[config.mk]
export PLATFORM = sky130hd
export DESIGN_NAME = pc_sequencer
export DESIGN_NICKNAME = d
export VERILOG_FILES = /design/src/rtl/pc_sequencer.sv
export SDC_FILE = /design/constraint.sdc
export NUM_CORES = 1
export LEC_CHECK = 0
export CAP_MARGIN = 20
export CORE_MARGIN = 3
export CORE_UTILIZATION = 30
export DETAILED_ROUTE_END_ITERATION = 12
export HOLD_SLACK_MARGIN = 0.02
export PLACE_DENSITY = 0.7
export SLEW_MARGIN = 10
export SYNTH_ARGS = -nofsm -noshare
export SYNTH_HDL_FRONTEND = slang
export SYNTH_SLANG_ARGS = --single-unit
[constraint.sdc]
create_clock -name clk -period 3.6 [get_ports clk]
set_input_delay 0.9 -clock clk [delete_from_list [all_inputs] [get_ports clk]]
set_output_delay 0.9 -clock clk [all_outputs]
set_load 0.02 [all_outputs]
[src/rtl/pc_sequencer.sv]
`default_nettype none
// pc_sequencer: program counter with hold/inc/jump/branch and an optional return-address stack.
// Define PC_SEQUENCER_CALL_STACK_EN to build the stack (CALL pushes, RET pops). Rev 1.0
module pc_sequencer #(
  parameter int              WIDTH       = 8,
  parameter logic [WIDTH-1:0] RESET_VEC  = '0,
  parameter int              STACK_DEPTH = 4
) (
  input  logic                             clk,
  input  logic                             rst,
  input  logic                             en,
  input  logic [2:0]                       op,
  input  logic [WIDTH-1:0]                 target,
  input  logic [WIDTH-1:0]                 offset,
  output logic [WIDTH-1:0]                 pc_out,
  output logic [$clog2(STACK_DEPTH+1)-1:0] stack_count,
  output logic                             stack_full,
  output logic                             stack_empty,
  output logic                             fault
);

  localparam int CW = $clog2(STACK_DEPTH + 1);

  localparam logic [2:0] OP_HOLD   = 3'b000;
  localparam logic [2:0] OP_INC    = 3'b001;
  localparam logic [2:0] OP_JUMP   = 3'b010;
  localparam logic [2:0] OP_BRANCH = 3'b011;
  localparam logic [2:0] OP_CALL   = 3'b100;
  localparam logic [2:0] OP_RET    = 3'b101;

  logic [WIDTH-1:0] pc_next;
  logic             fault_next;
  logic [WIDTH-1:0] pc_plus1;

  assign pc_plus1 = pc_out + WIDTH'(1);

`ifdef PC_SEQUENCER_CALL_STACK_EN
  localparam int             AW      = (STACK_DEPTH > 1) ? $clog2(STACK_DEPTH) : 1;
  localparam logic [CW-1:0]  DEPTH_C = CW'(STACK_DEPTH);

  logic [WIDTH-1:0] stack_mem [STACK_DEPTH];
  logic             push;
  logic             pop;
  logic [CW-1:0]    count_next;
  logic [AW-1:0]    push_idx;
  logic [AW-1:0]    top_idx;

  // Entries live at indices 0..count-1; the top is the last written one.
  assign push_idx = AW'(stack_count);
  assign top_idx  = AW'(stack_count - CW'(1));
`endif

  always_comb begin
    pc_next    = pc_out;
    fault_next = 1'b0;
`ifdef PC_SEQUENCER_CALL_STACK_EN
    push       = 1'b0;
    pop        = 1'b0;
`endif
    if (en) begin
      case (op)
        OP_HOLD:   pc_next = pc_out;
        OP_INC:    pc_next = pc_plus1;
        OP_JUMP:   pc_next = target;
        OP_BRANCH: pc_next = pc_out + offset;
        OP_CALL: begin
`ifdef PC_SEQUENCER_CALL_STACK_EN
          if (stack_full) begin
            fault_next = 1'b1;
          end else begin
            push    = 1'b1;
            pc_next = target;
          end
`else
          pc_next = target;
`endif
        end
        OP_RET: begin
`ifdef PC_SEQUENCER_CALL_STACK_EN
          if (stack_empty) begin
            fault_next = 1'b1;
          end else begin
            pop     = 1'b1;
            pc_next = stack_mem[top_idx];
          end
`else
          fault_next = 1'b1;
`endif
        end
        default:   fault_next = 1'b1;
      endcase
    end
  end

`ifdef PC_SEQUENCER_CALL_STACK_EN
  always_comb begin
    count_next = stack_count;
    if (push)     count_next = stack_count + CW'(1);
    else if (pop) count_next = stack_count - CW'(1);
  end

  always_ff @(posedge clk) begin
    if (rst) begin
      stack_count <= '0;
      stack_full  <= 1'b0;
      stack_empty <= 1'b1;
    end else begin
      stack_count <= count_next;
      stack_full  <= (count_next == DEPTH_C);
      stack_empty <= (count_next == '0);
    end
  end

  // Storage carries no reset; a reset only clears the count.
  always_ff @(posedge clk) begin
    if (!rst && push) begin
      stack_mem[push_idx] <= pc_plus1;
    end
  end
`else
  assign stack_count = '0;
  assign stack_full  = 1'b0;
  assign stack_empty = 1'b1;
`endif

  always_ff @(posedge clk) begin
    if (rst) begin
      pc_out <= RESET_VEC;
      fault  <= 1'b0;
    end else begin
      pc_out <= pc_next;
      fault  <= fault_next;
    end
  end

endmodule
`default_nettype wire

# [After elaboration in Yosys (flattened, before gate mapping)]
# Index checks and enable logic that the tools add are counted.
# Widths: inputs -> output; s select.
[totals] wordCells=17 register_bits=9 inputBits=22 output_inout_bits=14
[op_classes] eq_ne=4 n_bitwise=1 muxes=2 addsub=2 reduce_logical=6
[op_table] operator="$pmux 8 s3" count=1
[op_table] operator="$add 8x1->8 const B" count=1
[op_table] operator="$add 8x8->8" count=1
[op_table] operator="$eq 3x2->1 const B" count=2
[op_table] operator="$reduce_or 5->1" count=1
[op_table] operator="$reduce_or 2->1" count=2
[op_table] operator="$eq 3x1->1 const B" count=1
[op_table] operator="$eq 3x3->1 const B" count=1
[op_table] operator="$logic_not 3->1" count=1
[op_table] operator="$reduce_bool 3->1" count=1
[op_table] operator="$reduce_and 2->1" count=1
[op_table] operator="$mux 1" count=1
[op_table] operator="$not 1->1" count=1

# [Depth between registers and ports, before layout]
[depth] depth_word=4 ltp_mapped=11 ltp_nobuf=10

# [Least setup slack after synthesis]
# Ideal clock, no wire load.
[synth_timing] path_kind="input to register" startpoint="in op[0]" endpoint="reg pc_out[6]" stages=11 required_time_ns=3.509 setup_ns=0.091 slack_ns=0.868 t_arrival_ns=2.641 path_cell_list="and3b_2 -> buf_2 -> nand2b_1 -> ha_1 -> inv_1 -> fa_1 -> nor2b_1 -> o31a_1 -> mux2i_1 -> a21o_1 -> a311oi_1"
[synth_between] elab_chain_len=4
[synth_lines] element="start: declaration" line="12" rtl="input logic [2:0] op,"
[synth_lines] element="$eq 3x3->1 or $eq 3x2->1 (tied branches)" line="61" rtl="case (op)"
[synth_lines] element="$reduce_or 2->1 (no line)"
[synth_lines] element="$reduce_bool 3->1 (no line)"
[synth_lines] element="$reduce_and 2->1 (no line)"
[synth_lines] element="end signal: assignment" line="131" rtl="pc_out <= pc_next;"
[synth_lines] element="end: declaration" line="15" rtl="output logic [WIDTH-1:0] pc_out,"
# Several ways; a longest one is shown, not always the timed one.
# A chain may end at the register's enable or synchronous reset.

# [Worst setup path in the final report]
[layout_timing] startpoint="in op[2]" endpoint="reg pc_out[6]"
# The elaborated chain is that of the path after synthesis.

==> qor.yml <==
run_status:
  status: "finished clean"
critical_path:
  worstPathCellList: "clkdlybuf4s50_1 > and3b_2 > nand2b_1 > ha_1 > inv_1 > fa_1 > nor2b_1 > o31a_1 > mux2i_1 > a21o_1 > a311oi_1"
  crit_path_max_fanout: 8
  critical_path.max_stage_delay_ns: 0.54
  r2r_cells: 8
  endpoint_kind: "register"
  cp.required_ns: 3.78
  crit_type: "in -> reg"
  cp_slowest_cell: "clkdlybuf4s50_1"
  cp-start-kind: "input pin"
  critPathArrivalTime_ns: 3.34
logic_synthesis:
  synth_cells: 107
  yosysWarnings: 0
  yosysSeqAreaShare: 0.212
  synthMuxAreaShare: 0.0236
  synth_compound_area_frac: 0.239
  synth_cell_types: 35
  async_flop_share: 0
  yosysTopAreaCellShare: 0.212
  yosysTopAreaCell: "dfxtp_1"
  synth-seq-cells: 9
  yosys.area_share.simple: 0.236
  synth_top_family_by_area: "compound AO/OA/AOI/OAI gates"
  avgSynthCellArea_sq_um: 7.93
  synth_edf_count: 0
  synthAdderAreaFrac: 0.127
  synthTopCellsByArea: "dfxtp_1 (21%), ha_1 (10%), a211oi_1 (7.1%)"
  synth_area_sq_um: 848
  synth_xor_area_frac: 0.0413
  ys.flop_type: "dfxtp_1"
die:
  fp-row-count: 18
  die_x_microns: 59.2
  io_pins: 36
  core_sq_um: 2590
  die_area_sq_um: 3500
  start_util: 0.328
  dieHeight_microns: 59.2
finish:
  layout_common_cells: "clkdlybuf4s50_1 (30), nor2_1 (12), dfxtp_1 (9)"
  fin_util: 0.442
  fin_nets: 165
  drive_gt1_frac: 0.0448
  layout_commonest_cell: "clkdlybuf4s50_1"
  synthToLayoutAreaGrowth_pct: 35.0
  antennaDiodeCount: 0
sta:
  timing.final.crit_share: 0.879
  drv_slew: 0
  setup_viol_count_final: 0
  tns_ns: 0
  relSlewSlack: 0.617
  hold_violations: 0
  worst_pin_slew_ns: 0.574
  fmax_ghz: 0.316
  period_needed_ns: 3.16
  clock_skew_ns: 0.00528
  rsz0062_at_grt: "no"
route:
  ant_nets: 0
  dr.pass1.iters: 4
  dr.first_iter.drc_count: 17
  drc: 0
  routedWlPerCell_microns: 12.5
  via_count: 809
  vias_per_cell: 4.93
  routed_wl_mm: 2.04
power_and_ir_drop:
  switching_share: 0.335
  comb_power_share: 0.371
  ir_worst_vdd_mv: 0.205
  p_clk_frac: 0.268
  p_sw_uw: 104
  p_int_uw: 207
  p_seq_frac: 0.361
  power.leakage_nw: 0.463
  powerDensity_nw_per_um2: 272
placed_design:
  gp_congestion: 0.735
  port_buffers: 30
  dp_hpwl_mm: 1.64
cts:
  postCtsHoldBufs: 0
  cts_sinks: 9
  cts_buffers: 3
  post_cts_buffers: 0
  cts_tree: "done"
  insertion_delay_ns: 0.27
  clk_pin_slew_worst_paths_ns: 0.07
  cts.path.max_buffers: 2
  htreeDepth: 1
  cts_root_buf: "clkbuf_4"
  cts_resized: 0
hold_path:
  holdPathStages: 2
  hp-class: "reg -> reg"
global_route:
  grt_antenna_before_repair: 0
  grt_first_pass_wirelength_mm: 3.47
  grt_use_total: 0.127
  grt_pass1_vias: 856
  grt_max_degree: 18
  gr-total-overflow: 0
flow_run:
  drv_cap: 0
[flip-flops by register name, summed over array words and instances, names as in the netlist]
name / count
pc_out: 8
fault: 1
[cells in the mapped netlist (4+ instances only)]
cell / n
nor3_1: 4
and2_1: 5
a211oi_1: 8
xnor2_1: 4
ha_1: 7
inv_1: 4
o21ai_0: 5
dfxtp_1: 9
nand2_1: 5
a21oi_1: 6
nor2_1: 12
nor2b_1: 4
buf_4: 7
[cell type report]
type / instances / area, sq um
Clock buffer: 3 / 22.5
Clock inverter: 1 / 5.00
Fill cell: 265 / 1450
Inverter: 4 / 15.0
Multi-Input combinational cell: 87 / 584
Sequential cell: 9 / 180
Tap cell: 30 / 37.5
Timing Repair Buffer: 30 / 300
[stage by stage]
step                      power, mW  setup slack [ns]  hold slack [ns]  cells  instance area, sq um
after global placement        0.228             0.264            0.512    160                  1120
after detailed placement      0.230             0.158            0.517    160                  1120
after CTS                     0.314             0.433            0.525    164                  1140
after floorplan               0.190             0.868            0.583    110                   860
final                         0.311             0.437            0.519    164                  1140
after global routing          0.331             0.216            0.560    164                  1140
[power groups by stage]
stage	logic [mW]	clock network, mW	registers [mW]
2_1_floorplan	0.0671	0	0.123
3_3_place_gp	0.113	0	0.115
3_5_place_dp	0.115	0	0.115
4_1_cts	0.116	0.0853	0.112
5_1_grt	0.128	0.0897	0.114
6_report	0.115	0.0833	0.112
[worst max-delay path: cells and delay by family]
kind | cells | cell delay [ns]
muxes | 1 | 0.10
buffers and inverters | 2 | 0.61
AOI/OAI and AO/OA | 3 | 0.59
and+or+nand+nor | 3 | 0.57
adders and majority gates | 2 | 0.58
[cell families (layout without fill, tap and decap cells)]
group	after synthesis	in the layout
xor+xnor	4	4
fa+ha+maj	8	8
mux	2	2
flops	9	9
compound gates	30	30
simple gates	38	38
buf+inv	14	38
other cells	2	5
[layer usage]
layer | GRT usage | share of wire | vias up
met1 | 0.157 | 0.44 | 359
li1 | - | - | 423
met2 | 0.218 | 0.50 | 23
met4 | 0.0485 | 0.011 | 0
met3 | 0.0240 | 0.053 | 4
met5 | 0 | 0 | -
[path summary, 6_finish.rpt]
path	from	endpoint	slack, ns
setup / recovery	op[2]	pc_out[6]$_SDFFE_PP0P_	0.44
hold / removal	pc_out[6]$_SDFFE_PP0P_	pc_out[6]$_SDFFE_PP0P_	0.52
setup reg to reg	pc_out[0]$_SDFFE_PP0P_	pc_out[6]$_SDFFE_PP0P_	1.59
hold reg to reg	pc_out[6]$_SDFFE_PP0P_	pc_out[6]$_SDFFE_PP0P_	0.52
No activity file was read; power rests on OpenSTA's default activity.
